`config.mk`:
```
export PLATFORM = sky130hd
export DESIGN_NAME = reporte_estado_uart
export DESIGN_NICKNAME = d
export VERILOG_FILES = /design/src/rtl/reporte_pkg.sv /design/src/rtl/uart_tx_byte.sv /design/src/rtl/reporte_estado_uart.sv
export SDC_FILE = /design/constraint.sdc
export NUM_CORES = 1
export LEC_CHECK = 0
export BUFFER_PORTS_ARGS = -buffer_cell sky130_fd_sc_hd__buf_4
export CAP_MARGIN = 5
export CORE_MARGIN = 2
export CORE_UTILIZATION = 30
export CTS_CLUSTER_DIAMETER = 200
export CTS_CLUSTER_SIZE = 14
export DETAILED_ROUTE_END_ITERATION = 12
export SLEW_MARGIN = 20
export SYNTH_ARGS = -nofsm -noshare
export SYNTH_HDL_FRONTEND = slang
export SYNTH_SLANG_ARGS = --single-unit
```
`constraint.sdc`:
```
create_clock -name clk -period 2.5 [get_ports clk]
set_input_delay 0.375 -clock clk [delete_from_list [all_inputs] [get_ports clk]]
set_output_delay 0.375 -clock clk [all_outputs]
set_load 0.02 [all_outputs]
```
`src/rtl/reporte_pkg.sv`:
```
// Shared definitions for the status reporter: serializer states, frame layout and
// the temperature-state encoding. NBYTES depends on REPORTE_CHECKSUM_EN.
package reporte_pkg;

  typedef enum logic [1:0] {
    IDLE  = 2'd0,
    START = 2'd1,
    DATA  = 2'd2,
    STOP  = 2'd3
  } uart_estado_t;

  // Encoding shared with the temperature state machine.
  typedef enum logic [1:0] {
    NORMAL = 2'b00,
    BAJO   = 2'b01,
    ALTO   = 2'b10,
    ALERTA = 2'b11
  } estado_temp_t;

  localparam logic [7:0] HEADER_BYTE = 8'hA5;

`ifdef REPORTE_CHECKSUM_EN
  localparam int NBYTES = 4;
`else
  localparam int NBYTES = 3;
`endif

  function automatic logic [7:0] armar_b1(input logic       alerta,
                                          input logic       calefactor,
                                          input logic       ventilador,
                                          input logic [1:0] estado,
                                          input logic [2:0] temp_msb);
    return {alerta, calefactor, ventilador, estado, temp_msb};
  endfunction

endpackage

```
`src/rtl/uart_tx_byte.sv`:
```
// 8N1 byte serializer with valid/listo handshake; a byte offered during the last
// cycle of a stop bit is taken without any idle gap.
module uart_tx_byte
  import reporte_pkg::*;
#(
  parameter int CICLOS_POR_BIT = 434
) (
  input  logic       clk,
  input  logic       arst_n,
  input  logic       valid,
  input  logic [7:0] dato,
  output logic       listo,
  output logic       tx,
  output logic       ocupado,
  output logic       fin
);
  localparam int CW = $clog2(CICLOS_POR_BIT);

  uart_estado_t  estado_reg;
  logic [CW-1:0] cnt_bit_reg;
  logic [2:0]    n_bit_reg;
  logic [7:0]    shift_reg;
  logic          fin_bit;

  assign fin_bit = (cnt_bit_reg == CW'(CICLOS_POR_BIT - 1));
  assign listo   = (estado_reg == IDLE) || ((estado_reg == STOP) && fin_bit);

  always_ff @(posedge clk or negedge arst_n) begin
    if (!arst_n) begin
      estado_reg  <= IDLE;
      cnt_bit_reg <= '0;
      n_bit_reg   <= '0;
      shift_reg   <= '0;
      tx          <= 1'b1;
      ocupado     <= 1'b0;
      fin         <= 1'b0;
    end else begin
      fin <= 1'b0;
      if (valid && listo) begin
        estado_reg  <= START;
        cnt_bit_reg <= '0;
        n_bit_reg   <= '0;
        shift_reg   <= dato;
        tx          <= 1'b0;
        ocupado     <= 1'b1;
      end else begin
        case (estado_reg)
          START: begin
            if (fin_bit) begin
              cnt_bit_reg <= '0;
              estado_reg  <= DATA;
              tx          <= shift_reg[0];
            end else begin
              cnt_bit_reg <= cnt_bit_reg + CW'(1);
            end
          end
          DATA: begin
            if (fin_bit) begin
              cnt_bit_reg <= '0;
              if (n_bit_reg == 3'd7) begin
                n_bit_reg  <= '0;
                estado_reg <= STOP;
                tx         <= 1'b1;
              end else begin
                n_bit_reg <= n_bit_reg + 3'd1;
                shift_reg <= shift_reg >> 1;
                tx        <= shift_reg[1];
              end
            end else begin
              cnt_bit_reg <= cnt_bit_reg + CW'(1);
            end
          end
          STOP: begin
            // Reaching here with fin_bit means nobody offered another byte.
            if (fin_bit) begin
              cnt_bit_reg <= '0;
              estado_reg  <= IDLE;
              ocupado     <= 1'b0;
              fin         <= 1'b1;
            end else begin
              cnt_bit_reg <= cnt_bit_reg + CW'(1);
            end
          end
          default: ;
        endcase
      end
    end
  end

endmodule

```
`src/rtl/reporte_estado_uart.sv`:
```
// Status reporter: triggers, single-slot pending flag, snapshot and byte sequencing.
// Define REPORTE_CHECKSUM_EN to append an XOR checksum byte to every frame.
module reporte_estado_uart
  import reporte_pkg::*;
#(
  parameter int CICLOS_POR_BIT  = 434,
  parameter int PERIODO_REPORTE = 50_000_000
) (
  input  logic               clk,
  input  logic               arst_n,
  input  logic signed [10:0] temp_registrado,
  input  logic [1:0]         estado_actual,
  input  logic               alerta,
  input  logic               calefactor,
  input  logic               ventilador,
  input  logic               solicitud,
  output logic               tx,
  output logic               ocupado,
  output logic               reporte_enviado
);
  logic [1:0] estado_prev_reg;
  logic       pendiente_reg;
  logic [1:0] byte_idx_reg;
  logic [7:0] snap_b1_reg;
  logic [7:0] snap_b2_reg;
  logic       wrap_periodo;
  logic       disparo;
  logic       inicio_trama;
  logic       byte_valido;
  logic       byte_listo;
  logic [7:0] dato_byte;

  generate
    if (PERIODO_REPORTE > 0) begin : g_periodo
      localparam int PW = (PERIODO_REPORTE > 1) ? $clog2(PERIODO_REPORTE) : 1;
      logic [PW-1:0] cnt_periodo_reg;

      assign wrap_periodo = (cnt_periodo_reg == PW'(PERIODO_REPORTE - 1));

      always_ff @(posedge clk or negedge arst_n) begin
        if (!arst_n)           cnt_periodo_reg <= '0;
        else if (wrap_periodo) cnt_periodo_reg <= '0;
        else                   cnt_periodo_reg <= cnt_periodo_reg + PW'(1);
      end
    end else begin : g_sin_periodo
      assign wrap_periodo = 1'b0;
    end
  endgenerate

  assign disparo      = (estado_actual != estado_prev_reg) || wrap_periodo || solicitud;
  assign inicio_trama = !ocupado && (disparo || pendiente_reg);
  // A nonzero index means the current frame still has bytes to hand over.
  assign byte_valido  = inicio_trama || (byte_idx_reg != 2'd0);

  always_ff @(posedge clk or negedge arst_n) begin
    if (!arst_n) begin
      estado_prev_reg <= NORMAL;
      pendiente_reg   <= 1'b0;
      byte_idx_reg    <= '0;
      snap_b1_reg     <= '0;
      snap_b2_reg     <= '0;
    end else begin
      estado_prev_reg <= estado_actual;
      if (inicio_trama) begin
        pendiente_reg <= 1'b0;
        snap_b1_reg   <= armar_b1(alerta, calefactor, ventilador, estado_actual,
                                  temp_registrado[10:8]);
        snap_b2_reg   <= temp_registrado[7:0];
      end else if (disparo) begin
        pendiente_reg <= 1'b1;
      end
      if (byte_valido && byte_listo) begin
        byte_idx_reg <= (byte_idx_reg == 2'(NBYTES - 1)) ? 2'd0 : byte_idx_reg + 2'd1;
      end
    end
  end

  always_comb begin
    dato_byte = HEADER_BYTE;
    case (byte_idx_reg)
      2'd1:    dato_byte = snap_b1_reg;
      2'd2:    dato_byte = snap_b2_reg;
`ifdef REPORTE_CHECKSUM_EN
      2'd3:    dato_byte = HEADER_BYTE ^ snap_b1_reg ^ snap_b2_reg;
`endif
      default: dato_byte = HEADER_BYTE;
    endcase
  end

  uart_tx_byte #(
    .CICLOS_POR_BIT(CICLOS_POR_BIT)
  ) u_tx (
    .clk     (clk),
    .arst_n  (arst_n),
    .valid   (byte_valido),
    .dato    (dato_byte),
    .listo   (byte_listo),
    .tx      (tx),
    .ocupado (ocupado),
    .fin     (reporte_enviado)
  );

endmodule

```
==> run summary, run 1 <==
FLOORPLAN
--------------------------------------------------------------------------------------------------
Y dimension of the die                                                                      115 um
Horizontal die dimension                                                                    115 um
Initial standard-cell utilization of the core                                                30.7%
Number of cell rows                                                                             40
Area of the die                                                                         13200 um^2
IO Count                                                                                        22
Core region area                                                                        12000 um^2

WORST SETUP PATH
--------------------------------------------------------------------------------------------------
Worst setup SP type                                                                           flop
Maximum net fanout on the critical path                                                         16
Data required time at the worst endpoint                                                   2720 ps
Worst Setup Path Type                                                                 flop to flop
Capturing element type of the critical path                                                   flop
CP arrival                                                                                 2450 ps

CLOCK NETWORK
--------------------------------------------------------------------------------------------------
Post-CTS repair timing setup buffer count                                                        0
CTS Buffer Depth                                                                                 2
Quantity of gates resized following cts                                                          0
Number of CTS-inserted buffers                                                                   9
Clock latency at the later pin of the worst-skew pair                                       330 ps
Number of buffers inserted for hold repair after clock tree synthesis                            0
TritonCTS clock tree                                                                          done
Clock root buffer master                                                                 clkbuf_16
Sinks on the clock net                                                                          72
H-tree levels                                                                                    3
Clock transition time at the flip-flop clock pins of the worst setup and hold paths          60 ps

PWR
--------------------------------------------------------------------------------------------------
Highest ir drop seen on vdd                                                             0.000385 V
Leakage power of the design                                                                1.96 nW
Ratio of total power to cell area                                                      630 nW/um^2

STA
--------------------------------------------------------------------------------------------------
Highest clock frequency the design can meet                                                448 MHz
Fin crit share                                                                               89.3%
Worst Tran Pin Value                                                                        894 ps
Clock Skew                                                                                 8.83 ps
Worst-case headroom to the max-slew limit                                                    40.4%
Final period demand of the worst path                                                      2230 ps
Number of max-slew violations in the final report                                                0
Worst Hold Slack                                                                            167 ps
Final WS setup                                                                              267 ps
Endpoints failing hold                                                                           0
RSZ-0062 raised after global routing                                                         false
Final-layout setup total negative slack                                                       0 ps
Setup Viol. Count Final                                                                          0

GRT
--------------------------------------------------------------------------------------------------
Remaining Overflow, GRT                                                                          0
Total Routing Usage GR                                                                       12.2%
Initial antenna violation count                                                                  0
Pin count of the biggest net entering global routing                                            73
Number of global-route vias before repair                                                     2658
First-pass GRT wire length                                                                13000 um

SYNTHESIS
--------------------------------------------------------------------------------------------------
Sequential fraction of the synthesis area                                                    48.9%
Post-synthesis cell count                                                                      345
Number of synthesized flops with an enable pin                                                   0
Top_reg_cell synth                                                                         dfrtp_1
Synth Warn #                                                                                     0
Proportion of netlist area held by the largest area contributor                              48.2%
Area contributors post-synth                                                          dfrtp_1 48%, mux2_4 3.7%, xor2_1 3.6%
Flops & latches, synth                                                                          72
Cell accounting for the most synthesized area                                              dfrtp_1
Number of distinct library cells after synthesis                                                58
Proportion of register bits with asynchronous set or reset after synthesis                    100%
Syn nets                                                                                       373
Area of the mapped netlist                                                               3690 um^2
Average size of a mapped cell                                                            10.7 um^2

CELLS AND AREA
--------------------------------------------------------------------------------------------------
Fraction of final layout cells with drive strength greater than 1                            18.9%
Growth of design area from synthesis to finish                                               18.5%
Layout filler cell count                                                                      1169
Largest register FFs                                                                            26
Antenna diode instance count                                                                     0
Nets                                                                                           398

ROUTING
--------------------------------------------------------------------------------------------------
Detailed Route Iter0 Violations                                                                171
Length of the first detailed-routing pass in iterations                                          4
Remaining DRCs                                                                                   0
Via-per-instance ratio                                                                        5.05
Count of nets left with antenna violations after detail routing                                  0
Drt total wl                                                                               7290 um
Wirelength per Cell                                                                        14.0 um
Via Count                                                                                     2638

PLACEMENT
--------------------------------------------------------------------------------------------------
Post-DP HPWL                                                                               5050 um
Routability congestion estimate from global placement                                        0.791
Port Buffers                                                                                    21
Post-place setup slack                                                                      327 ps

WORST HOLD PATH
--------------------------------------------------------------------------------------------------
Hold Crit Class                                                                       input port to async pin

RUN STATUS
--------------------------------------------------------------------------------------------------
Outcome                                                                                  completed

RUN
--------------------------------------------------------------------------------------------------
Max_cap viols                                                                                    0

-- synthesized netlist by cell type (2+ instances only) --
library cell,n
buf_6,2
a21oi_1,6
mux2_2,7
o22ai_1,7
nand2_1,30
nand4_1,8
xnor2_1,12
inv_1,10
and3_1,4
o221a_1,3
o2111ai_1,3
nor3_1,6
nor2b_1,4
buf_2,2
xor2_1,15
a22oi_1,3
mux2_4,9
nor2_1,34
and4_1,4
clkbuf_1,9
nand2b_1,3
a31oi_1,5
mux2i_1,11
nand3_1,19
ha_1,9
o41a_1,2
a32oi_1,3
a22o_1,5
o21ai_0,6
nor4_1,4
dfrtp_1,71
and2_1,3
-- through the flow --
step | instances | util, % | area (um^2) | power [mW]
floorplan | 345 | - | 3690 | 1.24
global placement | 506 | 33.5 | 4020 | 1.29
detailed placement | 506 | 33.5 | 4020 | 1.30
CTS | 522 | 36.4 | 4370 | 2.79
global route | 522 | 36.4 | 4370 | 2.86
finish | 522 | 36.4 | 4370 | 2.76
-- per-layer routing --
| metal | track usage (%) | share of wire (%) | up-vias |
|---|---|---|---|
| met5 | 0 | 0 | - |
| met3 | 2.58 | 3.2 | 14 |
| met4 | 5.54 | 2.0 | 0 |
| met1 | 17.5 | 51 | 1287 |
| li1 | - | - | 1290 |
| met2 | 17.7 | 44 | 47 |
-- final cells by class --
type / instances / area (um^2) / share of cell area (%)
tap: 147 / 184 / 4.21
inverter: 10 / 37.5 / 0.859
sequential: 72 / 1800 / 41.3
multi-input combinational: 249 / 1780 / 40.7
timing repair buffer: 28 / 223 / 5.10
clock buffer: 11 / 243 / 5.55
clock inverter: 5 / 104 / 2.38
-- cell families (layout without fill, tap and decap cells) --
group,count (synthesis),count (layout),synth area share [%]
flip-flops,72,72,48.9
adder cells (fa/ha/maj),9,9,3.05
multiplexers,28,28,9.09
XOR/XNOR,27,27,6.41
AND/OR/NAND/NOR,131,131,18.3
AO/OA/AOI/OAI,54,54,11.3
buffers and inverters,24,54,2.95
-- power breakdown --
part | total, mW | switching, mW | internal, mW
clock | 1.48 | 0.480 | 1.00
sequential | 1.20 | 0.0124 | 1.19
combinational | 0.0728 | 0.0340 | 0.0389
-- cells in the final DEF (no fill, tap or decap), types with 4 or more instances in the layout --
cell,instances
and4_1,4
nand3_1,19
nand2_1,30
a31oi_1,5
buf_4,27
nand4_1,8
a21oi_1,6
ha_1,9
clkbuf_16,9
nor3_1,6
and3_1,4
inv_1,10
o22ai_1,7
nor4_1,4
a22o_1,5
xor2_1,15
xnor2_1,12
dfrtp_1,71
nor2b_1,4
o21ai_0,6
mux2_4,9
mux2_2,7
mux2i_1,11
nor2_1,34
-- critical path: stages (launching register included) --
cell	delay, ps
dfrtp_1	380
ha_1	210
nand3_1	140
nor3_1	540
a21oi_4	180
nor2_4	140
buf_12	170
mux2_2	340
-- final timing paths --
kind / start / to / slack [ps] / cells past startpoint
min in group clk: estado_actual[1] / estado_prev_reg[1] / 180 / 1
max reg2reg: g_periodo.cnt_periodo_reg[0] / snap_b2_reg[1] / 270 / 7
max: g_periodo.cnt_periodo_reg[0] / snap_b2_reg[1] / 270 / 7
min: arst_n / g_periodo.cnt_periodo_reg[4] / 170 / 1
max in group asynchronous: arst_n / u_tx.cnt_bit_reg[1] / 1750 / 1
min reg2reg: g_periodo.cnt_periodo_reg[0] / g_periodo.cnt_periodo_reg[0] / 480 / 1
Note: power is estimated with default switching activity, not from simulation.
==> run 2, diff against run 1 <==
clock period = 2.3 ns   (was 2.5 ns; I/O delays follow)
==> run summary, run 2 (same netlist as run 1, synthesis figures left out) <==
ROUTING
--------------------------------------------------------------------------------------------------
Via-per-instance ratio                                                                        5.01   -0.80%
Length of the first detailed-routing pass in iterations                                          4   unchanged
Wirelength per Cell                                                                        13.7 um   -1.6%
Drt total wl                                                                               7230 um   -0.84%
Detailed Route Iter0 Violations                                                                147   -14%
Remaining DRCs                                                                                   0   unchanged
Via Count                                                                                     2637   -0.038%
Count of nets left with antenna violations after detail routing                                  0   unchanged

FLOORPLAN
--------------------------------------------------------------------------------------------------
Core region area                                                                        12000 um^2   unchanged
Area of the die                                                                         13200 um^2   unchanged
Number of cell rows                                                                             40   unchanged
Initial standard-cell utilization of the core                                                30.7%   unchanged
Horizontal die dimension                                                                    115 um   unchanged
Y dimension of the die                                                                      115 um   unchanged
IO Count                                                                                        22   unchanged

CLOCK NETWORK
--------------------------------------------------------------------------------------------------
Number of CTS-inserted buffers                                                                   9   unchanged
TritonCTS clock tree                                                                          done
CTS Buffer Depth                                                                                 2   unchanged
Clock root buffer master                                                                 clkbuf_16
Clock transition time at the flip-flop clock pins of the worst setup and hold paths          60 ps   about the same
Sinks on the clock net                                                                          72   unchanged
Clock latency at the later pin of the worst-skew pair                                       330 ps   about the same
H-tree levels                                                                                    3   unchanged
Quantity of gates resized following cts                                                          0   unchanged

CELLS AND AREA
--------------------------------------------------------------------------------------------------
Antenna diode instance count                                                                     0   unchanged
Fraction of final layout cells with drive strength greater than 1                            19.8%   +0.86 points
Register Area                                                                            1800 um^2   unchanged
Final cell count without fillers                                                               526   +0.77%
Commonest cells after routing, fill and taps aside                                    71 x dfrtp_1, 34 x nor2_1, 30 x nand2_1, 30 x buf_4, 19 x nand3_1
Largest register FFs                                                                            26   unchanged
Growth of design area from synthesis to finish                                               18.8%
Non-Filler Cell Area, Final                                                              4380 um^2   +0.29%
Layout filler cell count                                                                      1213   +3.8%
Most common cell after layout, fill and taps aside                                         dfrtp_1
Multi-input gate area in the final layout                                                1780 um^2   unchanged
Nets                                                                                           403   +1.3%

GRT
--------------------------------------------------------------------------------------------------
Remaining Overflow, GRT                                                                          0   unchanged
Initial antenna violation count                                                                  0   unchanged
Total Routing Usage GR                                                                       12.1%   -0.10 points
Number of global-route vias before repair                                                     2615   -1.6%
First-pass GRT wire length                                                                12800 um   -1.9%
Pin count of the biggest net entering global routing                                            44   -40%

STA
--------------------------------------------------------------------------------------------------
Setup Viol. Count Final                                                                          0   unchanged
Worst Hold Slack                                                                            149 ps   -18.3 ps
Endpoints failing hold                                                                           0   unchanged
Number of max-slew violations in the final report                                                0   unchanged
Fin crit share                                                                               89.6%   +0.25 points
Final period demand of the worst path                                                      2060 ps   -173 ps
Highest clock frequency the design can meet                                                485 MHz   +8.4%
Worst Tran Pin Value                                                                        449 ps   -446 ps
RSZ-0062 raised after global routing                                                         false
Worst-case headroom to the max-slew limit                                                    70.1%   +30 points
Clock Skew                                                                                 6.33 ps   -2.50 ps
Final-layout setup total negative slack                                                       0 ps   unchanged

PWR
--------------------------------------------------------------------------------------------------
Leakage power of the design                                                                1.97 nW   +0.75%
Highest ir drop seen on vdd                                                             0.000491 V   +28%
Ratio of total power to cell area                                                      639 nW/um^2   +1.4%

PLACEMENT
--------------------------------------------------------------------------------------------------
Post-placement cell area                                                                 4070 um^2   +1.1%
Port Buffers                                                                                    21   unchanged
Cells after DPL                                                                                510   +0.79%
Routability congestion estimate from global placement                                        0.786   -0.62%
Post-DP HPWL                                                                               5130 um   +1.5%

WORST SETUP PATH
--------------------------------------------------------------------------------------------------
Maximum net fanout on the critical path                                                          7   -9
CP arrival                                                                                 2330 ps   -120 ps
Data required time at the worst endpoint                                                   2570 ps   -150 ps
Worst Setup Path Type                                                                 flop to flop
Capturing element type of the critical path                                                   flop
Worst setup SP type                                                                           flop

RUN
--------------------------------------------------------------------------------------------------
Max_cap viols                                                                                    0   unchanged

RUN STATUS
--------------------------------------------------------------------------------------------------
Outcome                                                                                  completed

WORST HOLD PATH
--------------------------------------------------------------------------------------------------
Hold Crit Class                                                                       input port to flop

==> run 2: cell count changes in the layout (fill, tap and decap cells not counted), sizes merged <==
| cell | change |
|---|---|
| buf | +4 |
| dlygate4sd3 | +1 |
| bufinv | -2 |
| clkbuf | +1 |
==> run 2: final timing paths <==
path                                         startpoint                            to  slack (ps)  depth (start not counted)
setup / recovery                    u_tx.cnt_bit_reg[1]             u_tx.n_bit_reg[0]         240                          7
hold / removal                         estado_actual[1]            estado_prev_reg[1]         150                          1
setup reg to reg                    u_tx.cnt_bit_reg[1]             u_tx.n_bit_reg[0]         240                          7
hold reg to reg            g_periodo.cnt_periodo_reg[6]  g_periodo.cnt_periodo_reg[6]         480                          1
max in group asynchronous                        arst_n                       u_tx.tx        1220                          3
min in group asynchronous                        arst_n  g_periodo.cnt_periodo_reg[2]         480                          2
==> run 2: power by group <==
| part | switching (mW) | internal [mW] | leakage (nW) |
|---|---|---|---|
| Sequential | 0.0134 | 1.29 | 0.918 |
| Clock | 0.495 | 0.917 | 0.154 |
| Combinational | 0.0378 | 0.0469 | 0.900 |
| Total | 0.546 | 2.26 | 1.97 |
==> run 2: area by class of cell <==
cell class,count,area share [%]
Clock buffer,12,6.08
Clock inverter,3,0.914
Inverter,10,0.856
Multi-Input combinational cell,249,40.5
Sequential cell,72,41.1
Tap cell,147,4.20
Timing Repair Buffer,33,6.28
==> run 2: critical path, cell delays in order, from the launching register on <==
cell     delay, ps
dfrtp_1        420
inv_1           90
ha_1           140
and4_1         330
nand2_4        110
or3_1          510
mux2_2         330
nor2_2          70
==> run 2: timing repair <==
item	in CTS	in global routing
endpoints found under the hold margin	29	0
hold buffers	1	0
buffers inserted	0	0
==> run 2: per-layer routing <==
layer	wire, um	track usage [%]	up-vias
met5	0	0	-
met2	3240	17.8	44
met3	313	3.16	8
met4	85	3.61	0
li1	-	-	1303
met1	3590	17.6	1282
==> run 2: through the flow <==
stage / worst slack, ps / utilization [%] / total power [mW]
3_3_place_gp: 261 / 33.9 / 1.41
2_1_floorplan: 319 / - / 1.35
6_report: 240 / 36.5 / 2.80
3_5_place_dp: 234 / 33.9 / 1.41
5_1_grt: 93.3 / 36.5 / 2.90
4_1_cts: 235 / 36.5 / 2.83
